## src/rtl/data_mem_unit.sv

```systemverilog
// Byte-addressable data memory for the MIPS memory stage.
// Handles sb/sh/sw with byte enables and lb/lbu/lh/lhu/lw with extension.
// Load latency is READ_LAT cycles. Misaligned accesses are flagged on rsp_err.
module data_mem_unit #(
  parameter int DEPTH_WORDS = 64,
  parameter int READ_LAT    = 1
) (
  input  logic        clk,
  input  logic        reset,
  input  logic        req_valid,
  output logic        req_ready,
  input  logic        req_we,
  input  logic [1:0]  req_size,
  input  logic        req_unsigned,
  input  logic [31:0] req_addr,
  input  logic [31:0] req_wdata,
  output logic        rsp_valid,
  output logic [31:0] rsp_rdata,
  output logic        rsp_err
);
  localparam int AW = $clog2(DEPTH_WORDS);

  typedef enum logic {IDLE, WAIT} state_t;

  // everything a load needs to remember until its response cycle
  typedef struct packed {
    logic [AW-1:0] idx;
    logic [1:0]    lane;
    logic [1:0]    size;
    logic          uns;
    logic          err;
  } ld_t;

  state_t          state;
  logic [2:0]      cnt;
  ld_t             ld;
  logic [3:0][7:0] mem [DEPTH_WORDS];

  logic            acc;
  logic            is_byte;
  logic            is_half;
  logic            mis;
  logic [AW-1:0]   idx;
  logic [3:0]      be;
  logic [3:0][7:0] wlanes;
  ld_t             cur;

  // upper address bits deliberately ignored: addresses wrap modulo depth
  logic unused_addr;
  assign unused_addr = ^{req_addr[31:AW+2]};

  // request decode: index, misalignment, byte enables, replicated store lanes
  always_comb begin
    acc     = req_valid & req_ready;
    idx     = req_addr[AW+1:2];
    is_byte = (req_size == 2'b00);
    is_half = (req_size == 2'b01);
    mis     = (is_half & req_addr[0]) |
              (!is_byte & !is_half & (req_addr[1:0] != 2'b00));
    if (is_byte) begin
      be     = 4'b0001 << req_addr[1:0];
      wlanes = {4{req_wdata[7:0]}};
    end else if (is_half) begin
      be     = req_addr[1] ? 4'b1100 : 4'b0011;
      wlanes = {2{req_wdata[15:0]}};
    end else begin
      be     = 4'b1111;
      wlanes = req_wdata;
    end
    cur.idx  = idx;
    cur.lane = req_addr[1:0];
    cur.size = req_size;
    cur.uns  = req_unsigned;
    cur.err  = mis;
  end

  // lane select plus sign/zero extension; misaligned loads return zero
  function automatic logic [31:0] extract(input logic [31:0] w, input ld_t r);
    logic [7:0]  b;
    logic [15:0] h;
    logic [31:0] res;
    b = w[{r.lane, 3'b000} +: 8];
    h = r.lane[1] ? w[31:16] : w[15:0];
    case (r.size)
      2'b00:   res = r.uns ? {24'h0, b} : {{24{b[7]}}, b};
      2'b01:   res = r.uns ? {16'h0, h} : {{16{h[15]}}, h};
      default: res = w;
    endcase
    if (r.err) res = 32'h0;
    return res;
  endfunction

  // byte-enable write for accepted aligned stores; array is never reset
  always_ff @(posedge clk) begin
    if (acc && req_we && !mis) begin
      for (int k = 0; k < 4; k++)
        if (be[k]) mem[idx][k] <= wlanes[k];
    end
  end

  // IDLE/WAIT controller with registered handshake and response outputs
  always_ff @(posedge clk or posedge reset) begin
    if (reset) begin
      state     <= IDLE;
      cnt       <= 3'd0;
      ld        <= '0;
      req_ready <= 1'b1;
      rsp_valid <= 1'b0;
      rsp_rdata <= 32'h0;
      rsp_err   <= 1'b0;
    end else begin
      rsp_valid <= 1'b0;
      rsp_err   <= 1'b0;
      case (state)
        IDLE: begin
          if (acc && req_we) begin
            rsp_err <= mis;
          end else if (acc) begin
            ld <= cur;
            if (READ_LAT == 1) begin
              // single-cycle load: answer straight away, stay ready
              rsp_valid <= 1'b1;
              rsp_rdata <= extract(mem[idx], cur);
              rsp_err   <= mis;
            end else begin
              state     <= WAIT;
              req_ready <= 1'b0;
              cnt       <= 3'(READ_LAT - 1);
            end
          end
        end
        WAIT: begin
          cnt <= cnt - 3'd1;
          // memory is sampled here, so the data reflects the array at response time
          if (cnt == 3'd1) begin
            state     <= IDLE;
            req_ready <= 1'b1;
            rsp_valid <= 1'b1;
            rsp_rdata <= extract(mem[ld.idx], ld);
            rsp_err   <= ld.err;
          end
        end
        default: state <= IDLE;
      endcase
    end
  end
endmodule

```

## config.mk

```make
export PLATFORM = sky130hd
export DESIGN_NAME = data_mem_unit
export DESIGN_NICKNAME = d
export VERILOG_FILES = /design/src/rtl/data_mem_unit.sv
export SDC_FILE = /design/constraint.sdc
export NUM_CORES = 2
export LEC_CHECK = 0
export CORE_MARGIN = 3
export CORE_UTILIZATION = 45
export DETAILED_ROUTE_END_ITERATION = 12
export PLACE_DENSITY_LB_ADDON = 0.05
export SYNTH_ARGS = -nofsm -noshare
export SYNTH_HDL_FRONTEND = slang
export SYNTH_SLANG_ARGS = --single-unit
```

## constraint.sdc

```tcl
create_clock -name clk -period 7 [get_ports clk]
set_clock_uncertainty 0.2 [all_clocks]
set_input_delay 1.05 -clock clk [delete_from_list [all_inputs] [get_ports clk]]
set_output_delay 1.05 -clock clk [all_outputs]
set_load 0.01 [all_outputs]
```

==> impl_results.rst <==
.. list-table::
   :header-rows: 1

   * - Metric
     - Value
   * - Kind of cell adding the most delay to the critical path
     - buffers and inverters
   * - Total negative setup slack
     - 0 ns
   * - Switching fraction of total power
     - 27.5%
   * - Upper clock frequency limit
     - 0.188 GHz
   * - Number of warning messages in the yosys log
     - 0
   * - Number of nets in the final layout
     - 6372
   * - I/O pin count
     - 106
   * - # rows
     - 171
   * - Fraction of post-synthesis cell area in the top cell type by area
     - 62.1%
   * - TritonRoute pass-1 iters
     - 8
   * - Endpoint required time on the critical path
     - 7.58 ns
   * - Maximum cell stage delay along the critical path
     - 1.01 ns
   * - Rel. slew slack
     - 6.33%
   * - Combinational share of power
     - 15.4%
   * - Via count of the first global-routing pass
     - 65652
   * - Number of post-CTS setup repair buffers
     - 0
   * - RSZ-0062 raised after global routing
     - no
   * - Final-report hold violation count
     - 0
   * - TritonCTS clock tree
     - yes
   * - Slew of the pin with the lowest slew margin
     - 1.40 ns
   * - CP startpoint kind
     - flip-flop
   * - Highest metal layer with signal wires
     - met5
   * - Outcome
     - complete, no violations
   * - Distinct cell type count after synthesis
     - 87
   * - Initial antenna violation count
     - 47
   * - Area growth from synthesis to final layout
     - 13.4%
   * - Detailed Route WL
     - 436000 µm
   * - Synth Flop Type
     - edfxtp_1
   * - Post-route cell area
     - 112000 µm²
   * - Max VDD drop
     - 0.000283 V
   * - Wire length of the first global-routing pass
     - 582000 µm
   * - Post-synth top area cell
     - edfxtp_1
   * - Clock insertion delay at the later pin of the skew report
     - 0.89 ns
   * - Filler cell count
     - 17885
   * - Max Transition Viols Final
     - 0
   * - Internal power of the cells
     - 21.9 mW
   * - Maximum number of pins on one net before global-route repair
     - 99
   * - Sequential cell area fraction in the yosys report
     - 63.3%
   * - Area of the mapped netlist
     - 99100 µm²
   * - Hold/Removal Path Class
     - flip-flop to flip-flop
   * - Share of async-settable or async-resettable flops after synthesis
     - 2.38%
   * - Residual DRC count
     - 0
   * - Detailed placer's ending HPWL
     - 287000 µm
   * - Number of max-cap violations
     - 0
   * - Count of flip-flops with a built-in enable after synthesis
     - 2048
   * - Global Route Usage Sum
     - 38.2%
   * - Total number of vias
     - 69139
   * - Cts hold-fix bufs
     - 0
   * - Die Width
     - 475 µm
   * - DR iter-0 viols
     - 11801
   * - Clock network power share
     - 38.1%
   * - Switching component of the power
     - 8.32 mW
   * - Slowest stage cell, crit path
     - clkinv_1
   * - Mean post-synth cell area
     - 16.4 µm²
   * - Final critical-path share of the clock period
     - 76.1%
   * - Routability congestion estimate
     - 0.983
   * - Net count after synthesis
     - 6109
   * - WP buf/inv
     - 2
   * - Post-detailed-route via-to-cell ratio
     - 7.37
   * - Cell count after synthesis
     - 6036
   * - Post-route antenna net violation count
     - 0
   * - Most common cell after layout, fill and taps aside
     - edfxtp_1
   * - Overall power
     - 30.2 mW
   * - Worst-case hold slack
     - 0.283 ns
   * - Critical path cell sequence
     - clkinv_1 -> buf_4 -> mux2i_1 -> a32oi_1 -> and3_1 -> nor3b_1 -> o211ai_1 -> nor2b_1 -> a211oi_1 -> o21ai_0
   * - Ratio of cells with drive above 1 in the final layout
     - 26.7%
   * - Count of input and output buffers
     - 80
   * - Floorplan Core Area
     - 218000 µm²
   * - Die Outline Area
     - 226000 µm²
   * - Metal-1 WL
     - 160000 µm
   * - Root buffer selected by CTS
     - clkbuf_16
   * - Routed len/inst
     - 46.4 µm
   * - Startpoint-to-endpoint class of the critical path
     - flip-flop to flip-flop
   * - Final core utilization
     - 51.6%
   * - Total setup violations reported at the end of the flow
     - 0
   * - Remaining global-route overflow
     - 0
   * - Main area contributors after synthesis
     - edfxtp_1, mux4_2, mux2i_1, a22oi_1, mux2_2
   * - Met2 WL post-DR
     - 185000 µm
   * - Fin crit period
     - 5.33 ns
   * - Data arrival time of the worst path
     - 5.91 ns
   * - Total of cells resized after clock tree synthesis
     - 0
   * - Starting utilization of the core area
     - 45.5%
   * - Largest fanout on the critical path
     - 22
   * - CTS buffer count
     - 224
   * - Clock sinks
     - 2098
   * - Most used cells in the layout excluding fill and tap cells
     - edfxtp_1, mux4_2, buf_4
   * - Number of buffers between clock root and the deepest sink
     - 3
   * - Count of state elements after synthesis
     - 2098
   * - Portion of total power attributed to sequential cells
     - 46.5%
   * - H-tree depth reported by CTS
     - 4
   * - Amount of wire on met3 after detailed routing
     - 59900 µm
   * - Clock transition at the register clock pins on the worst setup and hold paths after CTS
     - 0.07 ns
   * - Leak
     - 35.5 nW
   * - Pwr Density
     - 269 nW/µm²
   * - CP Capture Type
     - flip-flop
   * - Placed instance area
     - 105000 µm²
   * - Die extent in y
     - 475 µm
[logic make-up (layout without fill, tap and decap cells)]
kind of cell	Yosys count	count (layout)	share of synthesized area (%)
flip-flops	2098	2098	63.3
adder cells (fa/ha/maj)	2	2	0.0252
multiplexers	1103	1103	19.8
buffers and inverters	553	1005	2.63
other	1	38	0.00378
AO/OA/AOI/OAI	1262	1262	9.52
AND/OR/NAND/NOR	1013	1013	4.64
XOR/XNOR	4	4	0.0354
[per-layer routing]
layer,up-vias,GRT usage (%)
met2,5600,54.5
met3,1229,13.2
met5,-,1.24
met4,26,21.8
met1,36339,50.9
li1,25945,-
[layout make-up]
class,count,area (µm²),area share (%)
Clock inverter,128,1040,0.930
Timing Repair Buffer,567,4840,4.30
Multi-Input combinational cell,3385,34100,30.3
Inverter,23,104,0.0924
Sequential cell,2098,62800,55.8
Tap cell,2854,3570,3.18
Clock buffer,287,5900,5.25
Antenna cell,37,92.6,0.0824
[path summary, 6_finish.rpt]
check	start	endpoint	slack, ns	cells past startpoint
max in group asynchronous	reset	ld[6]	5.54	3
worst max register to register	ld[7]	rsp_rdata[10]	1.67	10
worst min register to register	cnt[2]	cnt[2]	0.28	1
min in group asynchronous	reset	rsp_rdata[2]	0.51	3
worst max-delay path	ld[7]	rsp_rdata[10]	1.67	10
worst min-delay path	cnt[2]	cnt[2]	0.28	1
[worst register-to-register path, cell delays in order (launching register included)]
cell and delay [ns]:
dfrtp_4 0.78, clkinv_1 1.03, buf_4 0.55, mux2i_1 0.15
a32oi_1 0.37, and3_1 0.64, nor3b_1 0.11, o211ai_1 0.49
nor2b_1 0.51, a211oi_1 0.15, o21ai_0 0.26
[registers in the layout, indices dropped and copies added (netlist names)]
register / cells
mem: 2048
rsp_rdata: 32
ld: 12
cnt: 3
rsp_err: 1
rsp_valid: 1
state: 1
[Yosys cell counts (all sizes together) (11+ instances only)]
| cell type | count |
|---|---|
| edfxtp | 2048 |
| mux4 | 669 |
| nor2 | 411 |
| a22oi | 316 |
| nand2 | 302 |
| buf | 295 |
| mux2i | 253 |
| clkbuf | 235 |
| a221oi | 201 |
| mux2 | 181 |
| a21oi | 140 |
| o21ai | 111 |
| o22ai | 73 |
| a22o | 61 |
| a221o | 59 |
| nand3 | 58 |
| a31oi | 55 |
| dfrtp | 50 |
| o211ai | 39 |
| o2bb2ai | 32 |
| nand4 | 31 |
| nand2b | 28 |
| and2 | 24 |
| nor3 | 24 |
| nor2b | 22 |
| o22a | 21 |
| inv | 19 |
| a222oi | 18 |
| and3 | 18 |
| nor4 | 18 |
| o221ai | 18 |
| a211oi | 17 |
| nand3b | 12 |
| nor3b | 11 |
[power by group through the flow]
stage	registers, mW	clock network (mW)	logic (mW)
2_1_floorplan	14.2	0	2.50
3_3_place_gp	14.3	0	4.46
3_5_place_dp	14.3	0	4.47
4_1_cts	14.0	11.6	4.48
5_1_grt	14.0	12.1	4.68
6_report	14.0	11.5	4.65
[per-stage QoR]
step,instances,setup WS [ns]
after detailed placement,8927,1.30
after CTS,9342,2.03
after global placement,8927,1.33
final,9379,1.67
after floorplan,6036,1.65
after global routing,9354,1.63
No activity file was read; power rests on OpenSTA's default activity.
